===== src/rtl/serial_sample_loader_pkg.sv =====
// Shared types for the serial sample loader: FSM state encoding, sample word
// shape and the width of the sample index.
package serial_loader_pkg;

    localparam int unsigned SAMPLE_INDEX_W = 32;

    typedef logic [3:0][7:0] sample_word_t;

    typedef enum logic [2:0] {
        ST_IDLE,
        ST_FETCH,
        ST_WAIT_BUF,
        ST_PREPARE,
        ST_WRITE,
        ST_ADVANCE,
        ST_DONE,
        ST_ERROR
    } loader_state_t;

endpackage


===== src/rtl/serial_sample_loader_timeout_counter.sv =====
// Wait-state watchdog: counts cycles spent in a wait state and flags the
// cycle in which the count reaches TIMEOUT_CYCLES-1.
module loader_timeout_counter #(
    parameter int unsigned TIMEOUT_CYCLES = 1024
) (
    input  logic iClock,
    input  logic iReset_n,
    input  logic iClear,
    input  logic iEnable,
    output logic oTerminal
);

    localparam int unsigned CNT_W = $clog2(TIMEOUT_CYCLES + 1);

    logic [CNT_W-1:0] count_q;
    logic [CNT_W-1:0] count_d;

    always_comb begin
        oTerminal = (count_q == CNT_W'(TIMEOUT_CYCLES - 1));
    end

    // Saturates at terminal so an unused enable can never wrap the count.
    always_comb begin
        count_d = count_q;
        if (iClear) begin
            count_d = '0;
        end else if (iEnable && !oTerminal) begin
            count_d = count_q + CNT_W'(1);
        end
    end

    always_ff @(posedge iClock or negedge iReset_n) begin
        if (!iReset_n) begin
            count_q <= '0;
        end else begin
            count_q <= count_d;
        end
    end

endmodule


===== src/rtl/serial_sample_loader.sv =====
// Walks sample indices 0..NUM_SAMPLES-1, fetches each sample from the source
// and pushes it into the serial sample buffer via the prepare/write handshake.
module serial_sample_loader
    import serial_loader_pkg::*;
#(
    parameter int unsigned NUM_SAMPLES    = 16,
    parameter int unsigned TIMEOUT_CYCLES = 1024
) (
    input  logic                      iClock,
    input  logic                      iReset_n,
    input  logic                      iStart,
    input  logic                      iAbort,
    output logic                      oSampleRequest,
    output logic [SAMPLE_INDEX_W-1:0] oSampleAddr,
    input  logic                      iSampleValid,
    input  logic [3:0][7:0]           iSampleInput,
    input  logic [3:0][7:0]           iSampleExpected,
    input  logic [3:0][7:0]           iSampleValidMask,
    input  logic                      iBufferReady,
    output logic                      oPreparingNextSample,
    output logic                      oWriteSample,
    output logic [SAMPLE_INDEX_W-1:0] oSampleIndex,
    output logic [3:0][7:0]           oCurrentSerialInput,
    output logic [3:0][7:0]           oCurrentSerialExpectedOutput,
    output logic [3:0][7:0]           oCurrentSerialValidOutput,
    output logic                      oBusy,
    output logic                      oDone,
    output logic                      oError
);

    localparam logic [SAMPLE_INDEX_W-1:0] LAST_INDEX = SAMPLE_INDEX_W'(NUM_SAMPLES - 1);

    loader_state_t               state_q, state_d;
    logic [SAMPLE_INDEX_W-1:0]   index_q, index_d;
    sample_word_t                input_q, input_d;
    sample_word_t                expected_q, expected_d;
    sample_word_t                mask_q, mask_d;
    logic                        abort_pend_q, abort_pend_d;
    logic                        tmo_clear;
    logic                        tmo_enable;
    logic                        tmo_terminal;

    loader_timeout_counter #(
        .TIMEOUT_CYCLES(TIMEOUT_CYCLES)
    ) u_timeout (
        .iClock   (iClock),
        .iReset_n (iReset_n),
        .iClear   (tmo_clear),
        .iEnable  (tmo_enable),
        .oTerminal(tmo_terminal)
    );

    always_ff @(posedge iClock or negedge iReset_n) begin
        if (!iReset_n) begin
            state_q      <= ST_IDLE;
            index_q      <= '0;
            input_q      <= '0;
            expected_q   <= '0;
            mask_q       <= '0;
            abort_pend_q <= 1'b0;
        end else begin
            state_q      <= state_d;
            index_q      <= index_d;
            input_q      <= input_d;
            expected_q   <= expected_d;
            mask_q       <= mask_d;
            abort_pend_q <= abort_pend_d;
        end
    end

    // Abort beats every other exit; a valid/ready arriving in the terminal
    // cycle still beats the timeout.
    always_comb begin
        state_d = state_q;
        case (state_q)
            ST_IDLE, ST_ERROR: if (iStart && !iAbort) state_d = ST_FETCH;
            ST_FETCH: begin
                if (iAbort)            state_d = ST_IDLE;
                else if (iSampleValid) state_d = ST_WAIT_BUF;
                else if (tmo_terminal) state_d = ST_ERROR;
            end
            ST_WAIT_BUF: begin
                if (iAbort)            state_d = ST_IDLE;
                else if (iBufferReady) state_d = ST_PREPARE;
                else if (tmo_terminal) state_d = ST_ERROR;
            end
            ST_PREPARE: state_d = ST_WRITE;
            ST_WRITE:   state_d = (iAbort || abort_pend_q) ? ST_IDLE : ST_ADVANCE;
            ST_ADVANCE: begin
                if (iAbort)                      state_d = ST_IDLE;
                else if (index_q == LAST_INDEX)  state_d = ST_DONE;
                else                             state_d = ST_FETCH;
            end
            ST_DONE:    state_d = ST_IDLE;
            default:    state_d = ST_IDLE;
        endcase
    end

    // Datapath updates are keyed off the chosen transition so they can never
    // disagree with the state register.
    always_comb begin
        index_d      = index_q;
        input_d      = input_q;
        expected_d   = expected_q;
        mask_d       = mask_q;
        abort_pend_d = 1'b0;
        if ((state_q == ST_IDLE || state_q == ST_ERROR) && state_d == ST_FETCH) begin
            index_d = '0;
        end
        if (state_q == ST_FETCH && state_d == ST_WAIT_BUF) begin
            input_d    = iSampleInput;
            expected_d = iSampleExpected;
            mask_d     = iSampleValidMask;
        end
        if (state_q == ST_PREPARE) begin
            abort_pend_d = iAbort;
        end
        if (state_q == ST_ADVANCE && state_d == ST_FETCH) begin
            index_d = index_q + SAMPLE_INDEX_W'(1);
        end
        tmo_enable = (state_q == ST_FETCH) || (state_q == ST_WAIT_BUF);
        tmo_clear  = (state_d != state_q) &&
                     ((state_d == ST_FETCH) || (state_d == ST_WAIT_BUF));
    end

    always_comb begin
        oSampleRequest               = (state_q == ST_FETCH);
        oPreparingNextSample         = (state_q == ST_PREPARE);
        oWriteSample                 = (state_q == ST_WRITE);
        oDone                        = (state_q == ST_DONE);
        oError                       = (state_q == ST_ERROR);
        oBusy                        = (state_q != ST_IDLE) && (state_q != ST_ERROR);
        oSampleAddr                  = index_q;
        oSampleIndex                 = index_q;
        oCurrentSerialInput          = input_q;
        oCurrentSerialExpectedOutput = expected_q;
        oCurrentSerialValidOutput    = mask_q;
    end

endmodule

===== config.mk =====
export PLATFORM = sky130hd
export DESIGN_NAME = serial_sample_loader
export DESIGN_NICKNAME = d
export VERILOG_FILES = /design/src/rtl/serial_sample_loader_pkg.sv /design/src/rtl/serial_sample_loader_timeout_counter.sv /design/src/rtl/serial_sample_loader.sv
export SDC_FILE = /design/constraint.sdc
export NUM_CORES = 1
export LEC_CHECK = 0
export CELL_PAD_IN_SITES_DETAIL_PLACEMENT = 1
export CELL_PAD_IN_SITES_GLOBAL_PLACEMENT = 1
export CORE_MARGIN = 1
export CORE_UTILIZATION = 24
export DETAILED_ROUTE_END_ITERATION = 10
export PLACE_DENSITY_LB_ADDON = 0.05
export SKIP_LAST_GASP = 1
export SYNTH_ARGS = -nofsm -noshare
export SYNTH_HDL_FRONTEND = slang
export SYNTH_SLANG_ARGS = --single-unit

===== constraint.sdc =====
create_clock -name iClock -period 4.4 [get_ports iClock]
set_input_delay 1.32 -clock iClock [delete_from_list [all_inputs] [get_ports iClock]]
set_output_delay 1.32 -clock iClock [all_outputs]
set_load 0.05 [all_outputs]

==> Implementation_results.wiki <==
{| class="wikitable"
! Metric !! Value
|-
| Run status || finished, final reports clean
|-
| Final worst setup slack || 0.8440 ns
|-
| Post-place setup slack || 0.5288 ns
|-
| 1st-pass router iterations || 4
|-
| Warning count from the yosys run || 0
|-
| Total Negative Setup Slacks || 0 ns
|-
| Largest net degree at the start of global routing || 73
|-
| Total overflow reported by the global router || 0
|-
| Gr usage total || 16.55%
|-
| Initial cell density of the core || 24.45%
|-
| PnR Total Power || 5.622 mW
|-
| Dominant delay contributor by cell family on the critical path || buffers and inverters
|-
| Synthesized Nets || 662
|-
| Number of DRC violations after detailed-routing iteration 0 || 260
|-
| Net total in the final layout || 899
|-
| Post-detailed-placement half-perimeter wirelength || 16470 µm
|-
| Slew at the pin with the worst max-slew slack || 0.9510 ns
|-
| Clock Pin Slew Worst Setup and Hold Paths || 0.07 ns
|-
| Static power due to leakage || 3.987 nW
|-
| Final number of hold-violating endpoints || 0
|-
| Leading cell type in the layout, fill and taps excluded || sky130_fd_sc_hd__clkdlybuf4s50_1
|-
| Worst voltage drop across the vdd grid || 255.7 µV
|-
| Timing startpoint of the critical path || state_q[2]
|-
| Fraction of the cycle the final worst path needs || 80.82%
|-
| Gate count after technology mapping || 558
|-
| Critical Path, Cell by Cell || nor3b_1, clkdlybuf4s50_1
|-
| Setup violation total in the final timing report || 0
|-
| CTS tree || yes
|-
| Number of core rows || 60
|-
| # DRC || 0
|-
| Clock tree buffer depth || 2
|-
| CTS Hold Bufs || 0
|-
| Worst-path cell with the longest stage delay || sky130_fd_sc_hd__clkdlybuf4s50_1
|-
| Top sig layer || met5
|-
| Final Wtd Congestion || 0.8095
|-
| Worst R2R Start || u_timeout.count_q[0]
|-
| Main flop type after synthesis || sky130_fd_sc_hd__dfrtp_1
|-
| PD cells || 559.7 mW/mm²
|-
| Hold Crit Start || oCurrentSerialValidOutput[17]
|-
| Placed Cells incl. Taps || 1117
|-
| Async S/R FF share, synth || 100.0%
|-
| Worst Hold Class || reg2reg
|-
| Remaining number of nets flagged by the antenna check after routing || 0
|-
| Max-cap violations || 0
|-
| Post-CTS Resized || 0
|-
| Combined buffer and inverter count along the critical path || 1
|-
| Achievable frequency || 0.2812 GHz
|-
| Worst-case headroom to the max-slew limit || 36.36%
|-
| Worst Setup End Kind || primary output
|-
| Layout overhead on the synthesized area || 52.84%
|-
| Global-route wire length before repair || 35700 µm
|-
| Post-synthesis register bit count || 143
|-
| Post-CTS repair timing setup buffer count || 0
|-
| WL met2 || 11010 µm
|-
| Count of port buffers added during placement || 267
|-
| CP max FO || 15
|-
| Worst reg2reg path endpoint || oSampleAddr[17]
|-
| Routed met1 length || 9078 µm
|-
| Non-filler instance count after layout || 1149
|-
| Die span in x || 167.5 µm
|-
| Critical path start-end classification || reg2out
|-
| Longest individual stage delay on the worst path || 0.86 ns
|-
| Critical path startpoint category || register
|-
| Number of H-tree levels || 4
|-
| Proportion of layout cells with a drive suffix above 1 || 18.56%
|-
| Per-cell via count in the routed design || 4.781
|-
| Final number of max-transition violations || 0
|-
| Core area || 0.02688 mm²
|-
| Synthesized area || 0.006571 mm²
|-
| Antenna violations before repair || 2
|-
| Synthesized area per cell || 11.78 µm²
|-
| I/O pins || 268
|-
| Hold Path Depth || 1
|-
| Number of enable flip-flop cells after synthesis || 0
|-
| Clock buffers created by TritonCTS || 17
|-
| Worst EP required || 3.08 ns
|-
| Number of unique standard cell types used by synthesis || 46
|-
| Most used cells in the layout excluding fill and tap cells || sky130_fd_sc_hd__clkdlybuf4s50_1, sky130_fd_sc_hd__dfrtp_1, sky130_fd_sc_hd__mux2_2
|-
| Hold path endpoint || oCurrentSerialValidOutput[17]
|-
| Area of the die || 0.02805 mm²
|-
| Clock root buffer || sky130_fd_sc_hd__clkbuf_16
|-
| RSZ-0062 raised after global routing || false
|-
| Clock tree skew after final layout || 0.01689 ns
|-
| Die height || 167.5 µm
|-
| Met3 layer wire length in the routed design || 2144 µm
|-
| Via count of the first global-routing pass || 6059
|-
| Per-cell routed wire length || 19.62 µm
|-
| Worst-skew pair later-pin latency || 0.42 ns
|-
| Sink Count || 143
|-
| R2r worst-path depth || 7
|-
| Overall via count from detail_route || 5493
|-
| Fraction of the yosys area taken by sequential cells || 54.46%
|-
| Final worst hold slack || 0.5047 ns
|-
| Reg2reg setup slack || 1.45 ns
|-
| Total wirelength of the detailed-routed design || 22540 µm
|-
| Shortest clock period the worst path allows after layout || 3.556 ns
|-
| Worst Path Arrival || 2.24 ns
|-
| Ant. Diodes || 0
|}
## flip-flops by register name, indices dropped and copies added, names as in the netlist
register                      flops
oCurrentSerialValidOutput        32
oCurrentSerialInput              32
abort_pend_q                      1
oSampleAddr                      32
u_timeout.count_q                11
state_q                           3
oCurrentSerialExpectedOutput     32
## worst reg2reg max path: cells and delay by family, from the launching register on
| kind | cells | cell delay (ns) |
|---|---|---|
| adder cells (fa/ha/maj) | 1 | 0.20 |
| flip-flops | 1 | 0.39 |
| AO/OA/AOI/OAI | 1 | 0.24 |
| AND/OR/NAND/NOR | 5 | 1.95 |
## cell type report
cell class | count | area, µm²
Timing Repair Buffer | 281 | 2829
Fill cell | 2879 | 16830
Tap cell | 341 | 426.7
Inverter | 3 | 11.26
Clock buffer | 18 | 429.2
Clock inverter | 14 | 155.1
Multi-Input combinational cell | 349 | 2614
Sequential cell | 143 | 3578
## cells by family (layout without fill, tap and decap cells)
group / after synthesis / in the layout / synth area share, %
xor+xnor: 8 / 8 / 1.066
buf+inv: 66 / 316 / 5.941
flops: 143 / 143 / 54.46
fa+ha+maj: 2 / 2 / 0.3807
compound gates: 92 / 92 / 9.349
mux: 97 / 97 / 16.60
simple gates: 150 / 150 / 12.21
## worst max path at each step
stage	end	slack, ns	depth (start not counted)
2_1_floorplan	oWriteSample	1.20	2
3_3_place_gp	oSampleAddr[17]	0.58	7
3_5_place_dp	oSampleAddr[17]	0.53	7
4_1_cts	oDone	0.81	3
5_1_grt	oWriteSample	0.68	2
6_report	oWriteSample	0.84	2
## routing by layer
layer	global-route usage (%)	up-vias
met1	18.86	2775
met4	4.866	4
met5	0	-
li1	-	2499
met3	7.540	22
met2	27.68	193
## stage by stage
step	area [µm²]	util, %
floorplan	6571	-
detailed placement	9459	35.20
finish	10040	37.37
CTS	10040	37.37
global placement	9459	35.20
global route	10040	37.37
## Yosys cell counts (3+ instances only)
cell type	number	share of area, %
sky130_fd_sc_hd__a21oi_1	21	1.6
sky130_fd_sc_hd__a31oi_1	28	2.7
sky130_fd_sc_hd__a41o_1	6	0.91
sky130_fd_sc_hd__a41oi_1	10	1.3
sky130_fd_sc_hd__and2_1	6	0.57
sky130_fd_sc_hd__and3_1	14	1.3
sky130_fd_sc_hd__and3b_1	3	0.40
sky130_fd_sc_hd__buf_2	6	0.46
sky130_fd_sc_hd__buf_4	32	3.7
sky130_fd_sc_hd__clkbuf_1	22	1.3
sky130_fd_sc_hd__dfrtp_1	143	54
sky130_fd_sc_hd__inv_1	3	0.17
sky130_fd_sc_hd__mux2_2	96	16
sky130_fd_sc_hd__nand2_1	35	2.0
sky130_fd_sc_hd__nand2b_1	3	0.29
sky130_fd_sc_hd__nand3_1	14	1.1
sky130_fd_sc_hd__nand4_1	9	0.86
sky130_fd_sc_hd__nor2_1	25	1.4
sky130_fd_sc_hd__nor3_1	19	1.4
sky130_fd_sc_hd__nor4_1	9	0.86
sky130_fd_sc_hd__o21ai_0	10	0.76
sky130_fd_sc_hd__o41ai_1	7	0.93
sky130_fd_sc_hd__xnor2_1	4	0.53
sky130_fd_sc_hd__xor2_1	4	0.53
## power breakdown
part	switching [mW]	internal, mW	total (mW)	leakage, nW
Combinational	1.49	0.846	2.34	1.91
Sequential	0.188	1.63	1.82	1.80
Clock	0.616	0.845	1.46	0.271
Total	2.30	3.33	5.62	3.99
(Power assumes the default switching activity.)
